**src/rtl/clk_div_monitor.sv**
```systemverilog
// Measures period/high time of a clk-synchronous divided clock; flags lock, mismatch, stall.
// Results register on the posedge detecting the closing rise; no backpressure, din is sampled every cycle.
module clk_div_monitor #(
   parameter int CNT_W    = 8,
   parameter int LOCK_CNT = 2
) (
   input  logic             clk,
   input  logic             resetn,
   input  logic             din,
   output logic [CNT_W-1:0] period,
   output logic [CNT_W-1:0] high_time,
   output logic             meas_valid,
   output logic             locked,
   output logic             err,
   output logic             stuck
);

   localparam int MC_W = $clog2(LOCK_CNT + 1);
   localparam logic [CNT_W-1:0] CNT_MAX   = '1;
   localparam logic [CNT_W-1:0] CNT_ONE   = CNT_W'(1);
   localparam logic [MC_W-1:0]  MATCH_TGT = MC_W'(LOCK_CNT);
   localparam logic [MC_W-1:0]  MATCH_PRE = MC_W'(LOCK_CNT - 1);

   typedef enum logic {IDLE, MEAS} state_t;

   state_t           state, state_nxt;
   logic             din_q;
   logic             rise;
   logic             start, meas, stall, same;
   logic [CNT_W-1:0] per_cnt, hi_cnt;
   logic             have_prev;
   logic [MC_W-1:0]  match_cnt;

   assign rise = din & ~din_q;
   assign same = (per_cnt == period) && (hi_cnt == high_time);

   always_ff @(posedge clk or negedge resetn) begin
      if (!resetn) begin
         state <= IDLE;
         din_q <= 1'b0;
      end else begin
         state <= state_nxt;
         din_q <= din;
      end
   end

   always_comb begin
      state_nxt = state;
      case (state)
         IDLE:    if (rise) state_nxt = MEAS;
         MEAS:    if (!rise && per_cnt == CNT_MAX) state_nxt = IDLE;
         default: state_nxt = IDLE;
      endcase
   end

   always_comb begin
      start = 1'b0;
      meas  = 1'b0;
      stall = 1'b0;
      case (state)
         IDLE: start = rise;
         MEAS: begin
            meas  = rise;
            stall = !rise && (per_cnt == CNT_MAX);
         end
         default: ;
      endcase
   end

   // The rise cycle itself is the first sample of the new interval, hence the reload to 1.
   always_ff @(posedge clk or negedge resetn) begin
      if (!resetn) begin
         per_cnt <= '0;
         hi_cnt  <= '0;
      end else if (start || meas) begin
         per_cnt <= CNT_ONE;
         hi_cnt  <= CNT_ONE;
      end else if (state == MEAS && !stall) begin
         per_cnt <= per_cnt + CNT_ONE;
         hi_cnt  <= hi_cnt + CNT_W'(din);
      end else begin
         per_cnt <= '0;
         hi_cnt  <= '0;
      end
   end

   always_ff @(posedge clk or negedge resetn) begin
      if (!resetn) begin
         period     <= '0;
         high_time  <= '0;
         meas_valid <= 1'b0;
         locked     <= 1'b0;
         err        <= 1'b0;
         stuck      <= 1'b0;
         have_prev  <= 1'b0;
         match_cnt  <= '0;
      end else begin
         meas_valid <= meas;
         err        <= 1'b0;
         if (start)
            stuck <= 1'b0;
         if (meas) begin
            period    <= per_cnt;
            high_time <= hi_cnt;
            have_prev <= 1'b1;
            // Comparison is against the previous result, still held in period/high_time.
            if (have_prev) begin
               if (same) begin
                  if (match_cnt != MATCH_TGT)
                     match_cnt <= match_cnt + MC_W'(1);
                  if (match_cnt >= MATCH_PRE)
                     locked <= 1'b1;
               end else begin
                  match_cnt <= '0;
                  locked    <= 1'b0;
                  err       <= locked;
               end
            end
         end
         if (stall) begin
            stuck     <= 1'b1;
            have_prev <= 1'b0;
            match_cnt <= '0;
            locked    <= 1'b0;
            err       <= locked;
         end
      end
   end

endmodule

```
**config.mk**
```make
export PLATFORM = sky130hd
export DESIGN_NAME = clk_div_monitor
export DESIGN_NICKNAME = d
export VERILOG_FILES = /design/src/rtl/clk_div_monitor.sv
export SDC_FILE = /design/constraint.sdc
export NUM_CORES = 1
export LEC_CHECK = 0
export ABC_AREA = 0
export BUFFER_PORTS_ARGS = -buffer_cell sky130_fd_sc_hd__clkbuf_2
export CAP_MARGIN = 20
export CORE_ASPECT_RATIO = 1.2
export CORE_MARGIN = 3
export CORE_UTILIZATION = 45
export DETAILED_ROUTE_END_ITERATION = 10
export GPL_ROUTABILITY_DRIVEN = 0
export HOLD_SLACK_MARGIN = 0.03
export PLACE_DENSITY = 0.66
export SYNTH_ARGS = -nofsm -noshare
export SYNTH_HDL_FRONTEND = slang
export SYNTH_SLANG_ARGS = --single-unit
export TNS_END_PERCENT = 50
```
**constraint.sdc**
```tcl
create_clock -name clk -period 2.2 [get_ports clk]
set_input_delay 0.44 -clock clk [delete_from_list [all_inputs] [get_ports clk]]
set_output_delay 0.44 -clock clk [all_outputs]
set_load 0.03 [all_outputs]
```
=== Yosys cells after proc, flatten, opt, wreduce, memory -nomap -nowiden ===
Index checks and enable logic that the tools add are counted.

* Register bits after elaboration: 41
* Input port bits: 3
* Output and inout port bits: 20
* Word-level logic and storage cells: 64

* Add/sub/neg operators: 3
* Magnitude comparators: 1
* Equal/unequal tests: 6
* Muxes and demuxes: 28
* Bitwise gates (word level): 3
* Reduce and logical (&&, ||, !) cells: 11

{| class="wikitable"
|+ Operators with widths
! kind !! number
|-
| $mux W8 || 4
|-
| $mux W1 || 18
|-
| $eq A8 B8 Y1 || 2
|-
| $mux W2 || 5
|-
| $add A8 B1 Y8 || 1
|-
| $add A8 B1 Y8 const B || 1
|-
| $eq A8 B8 Y1 const B || 1
|-
| $ne A3 B2 Y1 const B || 2
|-
| $reduce_and A3 Y1 || 2
|-
| $reduce_bool A2 Y1 || 3
|-
| $logic_and A1 B1 Y1 || 3
|-
| $add A2 B1 Y2 const B || 1
|-
| $ge A2 B1 Y1 const B || 1
|-
| $logic_not A1 Y1 || 2
|-
| $ne A2 B2 Y1 const B || 1
|-
| $not A1 Y1 || 2
|-
| $pmux W1 S2 || 1
|-
| $and A1 B1 Y1 || 1
|-
| $logic_or A1 B1 Y1 || 1
|}

=== Longest topological paths before layout ===
Gate-level depths: netlist of run 1.

* Depth in word-level cells: 9
* Mapped depth: 6
* Mapped depth without buffers: 6

=== Worst setup path before layout of run 1 ===
No wires, ideal clock.

* Path kind: reg2reg
* From: reg high_time[1]
* To: reg match_cnt[1]
* Setup time: 0.067 ns
* Arrival time: 1.503 ns
* Data required time: 2.133 ns
* Slack: 0.630 ns
* Stages on the path, launching flop included: 6
* Buffers on the path: 0
* Period minus slack after synthesis: 1.570 ns
* Cell sequence: dfrtp_1 > xnor2_1 > nand4_1 > nor4_4 > and2_4 > a32o_1

* Longest elaborated chain between the ends: 6
* Elaborated cells between the ends (all ways): 8
* Those cells by class: eq/ne (2); mux (4); reduce/logical (2)

{| class="wikitable"
|+ Ends and longest elaborated chain
! element !! RTL line !! source
|-
| from (decl) || 11 || <nowiki>output logic [CNT_W-1:0] high_time,</nowiki>
|-
| from (signal assigned) || 104 || <nowiki>high_time <= hi_cnt;</nowiki>
|-
| $eq A8 B8 Y1 (*) || 35 || <nowiki>assign same = (per_cnt == period) && (hi_cnt == high_time);</nowiki>
|-
| $logic_and A1 B1 Y1 (*) || 35 ||
|-
| $mux W2 || 108 || <nowiki>if (same) begin</nowiki>
|-
| $mux W2 || 107 || <nowiki>if (have_prev) begin</nowiki>
|-
| $mux W2 || 102 || <nowiki>if (meas) begin</nowiki>
|-
| $mux W2 || 120 || <nowiki>if (stall) begin</nowiki>
|-
| to (signal assigned) || 110 || <nowiki>match_cnt <= match_cnt + MC_W'(1);</nowiki>
|-
| to (decl) || 32 || <nowiki>logic [MC_W-1:0] match_cnt;</nowiki>
|}

Mark *: on every way between the ends. The rest lies on a longest branch, timed or not. The select of a mux whose other input is x is not followed.
A chain may end at the register's enable or synchronous reset.

=== Worst setup path after layout of run 1 ===
* From: reg hi_cnt[2]
* To: reg match_cnt[1]

* Longest elaborated chain between the ends: 6
* Elaborated cells between the ends (all ways): 8
* Those cells by class: eq/ne (2); mux (4); reduce/logical (2)

{| class="wikitable"
|+ Ends and longest elaborated chain
! element !! RTL line !! source
|-
| from (decl) || 30 || <nowiki>logic [CNT_W-1:0] per_cnt, hi_cnt;</nowiki>
|-
| from (signal assigned) || 80 || <nowiki>hi_cnt <= hi_cnt + CNT_W'(din);</nowiki>
|-
| $eq A8 B8 Y1 (*) || 35 ||
|-
| $logic_and A1 B1 Y1 (*) || 35 ||
|-
| $mux W2 || 108 ||
|-
| $mux W2 || 107 ||
|-
| $mux W2 || 102 ||
|-
| $mux W2 || 120 ||
|}

Marks and branches as above.

==> results of run 1 <==
## flip-flops by register name, summed over array words and instances, names as in the netlist
name / flops
din_q: 1
err: 1
have_prev: 1
hi_cnt: 8
high_time: 8
locked: 1
match_cnt: 2
meas_valid: 1
per_cnt: 8
period: 8
state: 1
stuck: 1
## placed cells by master, fill, tap and decap left out, drive strengths merged, types with 2 or more instances in the layout
master / n
o21ai: 3
clkbuf: 29
dfrtp: 41
nand2: 51
xor2: 6
and3: 7
xnor2: 22
nand4: 4
nand3: 6
ha: 5
nand2b: 2
inv: 9
buf: 3
nor2: 19
## kinds of logic after synthesis
kind of cell	after synthesis	share of synthesized area (%)
fa+ha+maj	5	3.23
flops	41	53.0
buf+inv	13	2.97
compound gates	11	4.46
simple gates	94	23.6
xor+xnor	28	12.7
## synthesized netlist by cell type, types with 2 or more instances
library cell   n  area (um^2)
and3_1         4         25.0
and3_2         2         15.0
dfrtp_1       41         1030
ha_1           5         62.6
inv_1          9         33.8
nand2_1       51          191
nand2b_4       2         27.5
nand3_1        5         25.0
nand4_1        4         25.0
nor2_1        19         71.3
o21ai_0        3         15.0
xnor2_1       22          193
xor2_1         6         52.6
## stage by stage
stage | cells | setup slack (ns) | power [uW]
final | 275 | 0.513 | 2140
after global routing | 275 | 0.407 | 2290
after CTS | 275 | 0.493 | 2170
after detailed placement | 268 | 0.491 | 1670
after global placement | 268 | 0.514 | 1660
after floorplan | 192 | 0.630 | 1490
## how the worst max path moves through the flow
stage	from	end	slack [ns]
floorplan	high_time[1]$_DFFE_PN0P_	match_cnt[1]$_DFFE_PN0P_	0.63
global placement	din	high_time[4]$_DFFE_PN0P_	0.51
detailed placement	din	match_cnt[1]$_DFFE_PN0P_	0.49
CTS	hi_cnt[2]$_DFF_PN0_	match_cnt[1]$_DFFE_PN0P_	0.49
global route	hi_cnt[2]$_DFF_PN0_	match_cnt[1]$_DFFE_PN0P_	0.41
finish	hi_cnt[2]$_DFF_PN0_	match_cnt[1]$_DFFE_PN0P_	0.51
## layer usage
layer / global-route usage, % / vias to the layer above / routed length, um
li1: - / 671 / -
met1: 21.3 / 638 / 1680
met2: 26.2 / 21 / 1780
met3: 4.34 / 5 / 131
met4: 4.98 / 0 / 48
met5: 0 / - / 0
## report_power, final
part / internal [uW] / switching (uW) / leakage [uW]
clock network: 249 / 247 / 0.0000443
registers: 880 / 148 / 0.000536
logic: 243 / 374 / 0.000537
total: 1370 / 769 / 0.00112
## cell type report
type | instances | area (um^2)
Fill cell | 380 | 1830
Sequential cell | 41 | 1030
Clock buffer | 7 | 86.3
Multi-Input combinational cell | 138 | 851
Timing Repair Buffer | 25 | 133
Tap cell | 54 | 67.6
Inverter | 10 | 37.5
==> run_results.csv, run 1 <==
group,metric,value,unit
setup_path,r2r_end,"match_cnt[1]$_DFFE_PN0P_",
routing,avgRoutedWirePerCell,13.2,um
synth,synthCells,192,
die,initial_core_util,47.9,%
power,p_per_area,973,mW/mm^2
setup_path,worstPathCellList,"xnor2_1 -> nand4_1 -> nor4_4 -> and2_4 -> a32o_1",
synth,synth.distinct_cells,32,
placement,port_buffers,22,
synth,syn_avg_cell_area,10.1,um^2
power,p_leak,0.00112,uW
sta,worst_pin_slew,0.509,ns
clock_network,cts_hold_buf,0,
synth,yosys_register_bits,41,
clock_network,cts_buffers,5,
outcome,outcome,"complete, no violations",
sta,hold_viol,0,
synth,synth_nets,200,
grt,grt_pass1_wl,6.38,mm
run,drv_cap,0,
clock_network,post_cts_buffers,0,
sta,setup_viol,0,
grt,antenna_found_initial,0,
synth,synth_edf_count,0,
grt,overflow,0,
die,dieArea,0.00512,mm^2
grt,grt_usage,16.3,%
grt,grt_start_max_net_pins,18,
setup_path,critPathRequiredTime,2.43,ns
setup_path,critPathKind,"reg2reg",
finish,area_growth,13.8,%
placement,dpl.hpwl,2.64,mm
routing,first_iter_violations,63,
sta,slew_headroom,65.9,%
finish,antenna_cells,0,
routing,avgViaCountPerCell,4.85,
die,die_y,77.8,um
sta,fin_crit_sh,76.7,%
clock_network,cts_max_level,2,
finish,final_util,54.5,%
finish,stdcell_area,0.00220,mm^2
sta,fin_skew,0.00469,ns
routing,first_pass_iters,4,
setup_path,crit_fanout,6,
routing,drc_errors,0,
die,core,0.00404,mm^2
setup_path,critPathBufInv,0,
clock_network,cts.sinks,41,
setup_path,cp.depth,5,
synth,ys_async_sr_fraction,100,%
sta,worst_hold_slack,0.0422,ns
clock_network,cts_resized,0,
sta,final_max_slew_viol_count,0,
setup_path,rr_worst_depth,5,
setup_path,critPathSlowestCell,"dfrtp_1",
finish,drive_gt1_share,19.5,%
sta,finalSetupTns,0,ns
clock_network,clk_pin_slew,0.07,ns
grt,grt_pass1_vias,1320,
die,ios,23,
setup_path,cp-start-kind,"flop",
synth,yosysWarnings,0,
setup_path,slowest_delay,0.46,ns
synth,seq_area_frac_synth,53.0,%
synth,syn_area,0.00193,mm^2
sta,fmax,593,MHz
die,row_count,25,
setup_path,reg2reg_from,"hi_cnt[2]$_DFF_PN0_",
routing,wirelength,3.64,mm
routing,vias,1335,
clock_network,insertion_delay,0.29,ns
sta,layout_min_cycle_time,1.69,ns
die,die_x,65.9,um
finish,fin_nets,229,
setup_path,r2r_slack,0.51,ns
routing,ant_nets,0,
synth,synth_ff_type,"dfrtp_1",
clock_network,cts_buffer_depth,2,
setup_path,crit_family,"simple AND/OR/NAND/NOR gates",
placement,dpl-instance-area,0.00211,mm^2
clock_network,cts_tree,"built",
power,peakVddDrop,0.000587,V
sta,rsz0062_at_grt,"no",
setup_path,critical_path_arrival,1.92,ns
hold_path,holdCritPathClass,"in2async",
setup_path,end_kind,"flop",
clock_network,root_buffer,"clkbuf_8",
No activity file was read; power rests on OpenSTA's default activity.
==> inputs of run 2 (changes only) <==
==> constraint.sdc (replaced) <==
create_clock -name clk -period 1.6 [get_ports clk]
set_input_delay 0.32 -clock clk [delete_from_list [all_inputs] [get_ports clk]]
set_output_delay 0.32 -clock clk [all_outputs]
set_load 0.03 [all_outputs]
==> run 2 against run 1 <==
Sequential share of layout area down 4.7 points. Utilization up 6.2 points. Via count up 11%. Global-route usage up 1.1 points. Critical path depth unchanged. Cell area up 11%. Clock skew up 0.0048 ns. Die area unchanged. Setup slack worse by 0.47 ns. Sequential power up 32%. Power up 51%.
==> run_results.csv, run 2 (synthesis results as in run 1) <==
group,metric,value,unit
finish,fin_nets,253,
clock_network,root_buffer,"clkbuf_8",
setup_path,crit_fanout,6,
finish,final_common_cell,"nand2_1",
run,drv_cap,0,
sta,worst_slack,0.0454,ns
setup_path,rr_worst_depth,5,
clock_network,cts_tree,"built",
routing,wirelength,4.08,mm
finish,area_growth,26.7,%
power,power.total,3220,uW
grt,antenna_found_initial,0,
finish,final_cell_mix,"51 x nand2_1, 40 x dfrtp_1, 25 x buf_4, 22 x clkbuf_2, 19 x nor2_1",
routing,first_iter_violations,88,
finish,nFillCells,357,
grt,overflow,0,
sta,worst_pin_slew,0.520,ns
finish,seqCellArea,0.00103,mm^2
grt,grt_pass1_vias,1430,
routing,avgRoutedWirePerCell,13.6,um
grt,grt_pass1_wl,6.82,mm
setup_path,cp-start-kind,"flop",
routing,vias,1478,
grt,grt_usage,17.4,%
routing,ant_nets,0,
sta,fmax,643,MHz
die,core,0.00404,mm^2
placement,port_buffers,22,
routing,drc_errors,0,
clock_network,insertion_delay,0.30,ns
clock_network,cts_max_level,2,
setup_path,end_kind,"flop",
sta,fin_crit_sh,97.2,%
routing,first_pass_iters,4,
power,peakVddDrop,0.000553,V
die,row_count,25,
sta,fin_skew,0.00951,ns
finish,drive_gt1_share,30.5,%
sta,finalSetupTns,0,ns
power,p_leak,0.00126,uW
setup_path,critical_path_arrival,1.75,ns
die,initial_core_util,47.9,%
hold_path,holdCritPathClass,"in2async",
sta,hold_viol,0,
placement,dpl.hpwl,2.81,mm
clock_network,cts_buffers,5,
sta,slew_headroom,65.3,%
setup_path,critPathKind,"reg2reg",
sta,rsz0062_at_grt,"yes",
outcome,outcome,"complete, no violations",
setup_path,critPathRequiredTime,1.79,ns
sta,setup_viol,0,
clock_network,cts_hold_buf,0,
die,die_x,65.9,um
finish,multiInputGateArea,897,um^2
sta,layout_min_cycle_time,1.55,ns
power,p_per_area,1310,mW/mm^2
grt,grt_start_max_net_pins,42,
placement,dpl_worst_slack,-0.0505,ns
die,die_y,77.8,um
clock_network,cts_buffer_depth,2,
die,ios,23,
finish,antenna_cells,0,
sta,final_max_slew_viol_count,0,
routing,avgViaCountPerCell,4.93,
die,dieArea,0.00512,mm^2
clock_network,cts.sinks,41,
clock_network,clk_pin_slew,0.08,ns
run 2: cell types whose count changed in the layout (fill, tap and decap cells not counted), moves of 2 or more:
| cell | previous run | this run |
|---|---|---|
| buf_6 | 0 | 2 |
| xnor2_1 | 22 | 17 |
| buf_4 | 3 | 25 |
| xnor2_2 | 0 | 5 |
run 2: per-stage QoR:
stage	util, %	cell area [um^2]	hold slack, ns	std cells
final	60.7	2450	0.0759	300
after global routing	60.7	2450	0.121	300
after CTS	59.9	2420	0.0960	299
after detailed placement	56.5	2280	0.415	290
after global placement	56.5	2280	0.420	290
after floorplan	-	1930	0.0244	192
run 2: critical path, cell delays in order (launching register included):
cell	delay, ns
dfrtp_1	0.39
ha_1	0.22
and3_4	0.25
nand3_2	0.15
a31o_1	0.24
a32o_1	0.19
run 2: path summary, 6_finish.rpt:
check / startpoint / endpoint / slack [ns]
setup / recovery: per_cnt[0]$_DFF_PN0_ / match_cnt[1]$_DFFE_PN0P_ / 0.05
hold / removal: resetn / stuck$_DFFE_PN0P_ / 0.08
setup reg to reg: per_cnt[0]$_DFF_PN0_ / match_cnt[1]$_DFFE_PN0P_ / 0.05
hold reg to reg: have_prev$_DFFE_PN0P_ / have_prev$_DFFE_PN0P_ / 0.50
max in group asynchronous: resetn / per_cnt[7]$_DFF_PN0_ / 1.13
min in group clk: din / din_q$_DFF_PN0_ / 0.22
run 2: area by class of cell:
class / instances / area share (%)
clock inverters: 1 / 0.204
multi-input cells: 138 / 36.6
well taps: 54 / 2.76
repair buffers: 49 / 13.1
flip-flops and latches: 41 / 41.9
inverters: 10 / 1.53
clock buffers: 7 / 3.93
run 2: per-layer routing:
metal  vias up  wire (um)  global-route usage, %
met5         -          0                      0
met4         0         31                   5.60
met3         4        141                   4.34
met2        24       2100                   29.4
met1       723       1810                   21.4
li1        727          -                      -
run 2: power breakdown:
group          switching [uW]  leakage, uW  internal, uW
clock                     362    0.0000542           390
sequential                151     0.000534          1210
combinational             626     0.000676           484
total                    1140      0.00126          2080
run 2: timing repair:
action | CTS | global route
endpoints found under the setup margin | 4 | 4
buffers inserted | 1 | 1
pin swaps | 4 | 4
resized for setup | 5 | 4
==> inputs of run 3 (changes only) <==
--- a/config.mk
+++ b/config.mk
@@ -7,14 +7,14 @@
 export LEC_CHECK = 0
 export ABC_AREA = 0
 export BUFFER_PORTS_ARGS = -buffer_cell sky130_fd_sc_hd__clkbuf_2
-export CAP_MARGIN = 20
 export CORE_ASPECT_RATIO = 1.2
 export CORE_MARGIN = 3
 export CORE_UTILIZATION = 45
+export CTS_BUF_LIST = sky130_fd_sc_hd__clkbuf_8
 export DETAILED_ROUTE_END_ITERATION = 10
 export GPL_ROUTABILITY_DRIVEN = 0
 export HOLD_SLACK_MARGIN = 0.03
-export PLACE_DENSITY = 0.66
+export PLACE_DENSITY = 0.69
 export SYNTH_ARGS = -nofsm -noshare
 export SYNTH_HDL_FRONTEND = slang
 export SYNTH_SLANG_ARGS = --single-unit
==> constraint.sdc (replaced) <==
create_clock -name clk -period 1.3 [get_ports clk]
set_input_delay 0.26 -clock clk [delete_from_list [all_inputs] [get_ports clk]]
set_output_delay 0.26 -clock clk [all_outputs]
set_load 0.03 [all_outputs]
==> run 3 against run 2 <==
The run now ends with negative setup slack left. Flip-flop and latch count unchanged. Die area stayed put. Fmax down 0.75%. Combinational power up 50%. Final cell count increased by 8.7%. Critical endpoint is now match_cnt[0]$_DFFE_PN0P_. Largest cell class unchanged.
==> run_results.csv, run 3 (synthesis results as in run 1) <==
group,metric,value,unit
die,initial_core_util,47.9,%
setup_path,cp-start-kind,"flop",
finish,nFillCells,305,
clock_network,cts.sinks,41,
placement,port_buffers,22,
finish,final_util,68.9,%
sta,layout_min_cycle_time,1.57,ns
sta,hold_viol,0,
die,die_x,65.9,um
clock_network,cts_buffers,5,
hold_path,holdCritPathClass,"in2reg",
finish,seqCellArea,0.00104,mm^2
grt,grt_start_max_net_pins,42,
run,drv_cap,0,
sta,worst_hold_slack,0.285,ns
setup_path,critPathRequiredTime,1.53,ns
routing,wirelength,4.43,mm
sta,final_max_slew_viol_count,0,
finish,final_cell_mix,"51 x nand2_1, 48 x buf_4, 28 x dfrtp_1, 16 x xnor2_1, 15 x buf_2",
outcome,outcome,"finished with violations",
sta,fmax,638,MHz
routing,highest_layer,"met4",
finish,antenna_cells,0,
routing,first_iter_violations,68,
setup_path,critical_path_arrival,1.79,ns
clock_network,cts_tree,"built",
sta,fin_crit_sh,120,%
sta,worst_slack,-0.266,ns
die,ios,23,
finish,final_common_cell,"nand2_1",
placement,dpl_worst_slack,-0.294,ns
clock_network,cts_max_level,2,
routing,m1WireLength,1.91,mm
routing,wl_met3,172,um
clock_network,cts_buffer_depth,2,
routing,ant_nets,0,
finish,fin_cells,326,
setup_path,end_kind,"flop",
finish,fin_nets,279,
routing,vias,1575,
clock_network,clk_pin_slew,0.08,ns
placement,dpl.hpwl,3.01,mm
grt,grt_pass1_wl,7.69,mm
die,die_y,77.8,um
routing,drc_errors,0,
routing,avgRoutedWirePerCell,13.6,um
hold_path,hold_depth,2,
grt,antenna_found_initial,0,
placement,dp_cells,312,
sta,setup_viol,24,
routing,avgViaCountPerCell,4.83,
routing,wl_met2,2.27,mm
setup_path,crit_fanout,3,
sta,slew_headroom,79.0,%
grt,grt_pass1_vias,1655,
die,core,0.00404,mm^2
outcome,violations,"negative setup slack",
finish,multiInputGateArea,991,um^2
grt,grt_usage,19.5,%
grt,overflow,0,
sta,rsz0062_at_grt,"yes",
sta,worst_pin_slew,0.314,ns
setup_path,critPathKind,"reg2reg",
clock_network,root_buffer,"clkbuf_8",
power,p_per_area,1540,mW/mm^2
routing,first_pass_iters,4,
power,peakVddDrop,0.000990,V
setup_path,rr_worst_depth,6,
sta,fin_skew,0.00620,ns
finish,area_growth,43.7,%
power,p_leak,0.00140,uW
clock_network,insertion_delay,0.29,ns
finish,drive_gt1_share,46.7,%
die,dieArea,0.00512,mm^2
die,row_count,25,
run 3: cell types whose count changed in the layout (fill, tap and decap cells not counted), moves of 3 or more:
cell / change
buf_4: +23
buf_2: +15
clkbuf_2: -15
dfrtp_1: -12
dfrtp_2: +12
nor2_1: -8
nor2_2: +7
buf_12: +3
run 3: power breakdown:
group	switching [uW]	internal, uW
sequential	216	1510
clock	424	480
combinational	838	830
total	1480	2810
run 3: routing by layer:
| layer | GRT usage (%) | vias up |
|---|---|---|
| met5 | 0 | - |
| met4 | 5.81 | 0 |
| met3 | 5.21 | 8 |
| met2 | 32.1 | 27 |
| met1 | 24.9 | 757 |
| li1 | - | 783 |
run 3: final timing paths:
path | to | slack, ns | from
min reg2reg | have_prev$_DFFE_PN0P_ | 0.48 | have_prev$_DFFE_PN0P_
max | match_cnt[0]$_DFFE_PN0P_ | -0.27 | per_cnt[7]$_DFF_PN0_
min | din_q$_DFF_PN0_ | 0.29 | din
min in group asynchronous | din_q$_DFF_PN0_ | 0.46 | resetn
max reg2reg | match_cnt[0]$_DFFE_PN0P_ | -0.27 | per_cnt[7]$_DFF_PN0_
max in group asynchronous | period[2]$_DFFE_PN0P_ | 0.61 | resetn
run 3: stage by stage:
step | TNS (ns) | area (um^2) | total power (uW)
2_1_floorplan | -1.82 | 1970 | 2540
4_1_cts | -3.09 | 2680 | 4180
3_3_place_gp | -5.12 | 2500 | 3150
5_1_grt | -5.01 | 2780 | 4570
3_5_place_dp | -5.57 | 2500 | 3180
6_report | -3.24 | 2780 | 4290
run 3: final cells by class:
| cell class | instances | area share [%] |
|---|---|---|
| Sequential cell | 41 | 37.5 |
| Multi-Input combinational cell | 139 | 35.6 |
| Timing Repair Buffer | 74 | 19.4 |
| Clock buffer | 7 | 3.47 |
| Tap cell | 54 | 2.43 |
| Inverter | 10 | 1.35 |
| Clock inverter | 1 | 0.180 |
run 3: worst max-delay path, stage by stage (launching register included):
cell and delay (ns):
dfrtp_1 0.41, xnor2_2 0.19, nand4_1 0.17, nor4_4 0.35
buf_4 0.17, a311oi_2 0.09, nor2_1 0.11
run 3: what timing repair did:
action	4_1_cts	5_1_grt
endpoints found under the hold margin	41	0
cloned	1	0
pin swaps	9	10
hold buffers	1	0
gates resized for setup	9	34
endpoints found under the setup margin	39	40
setup buffers	1	3
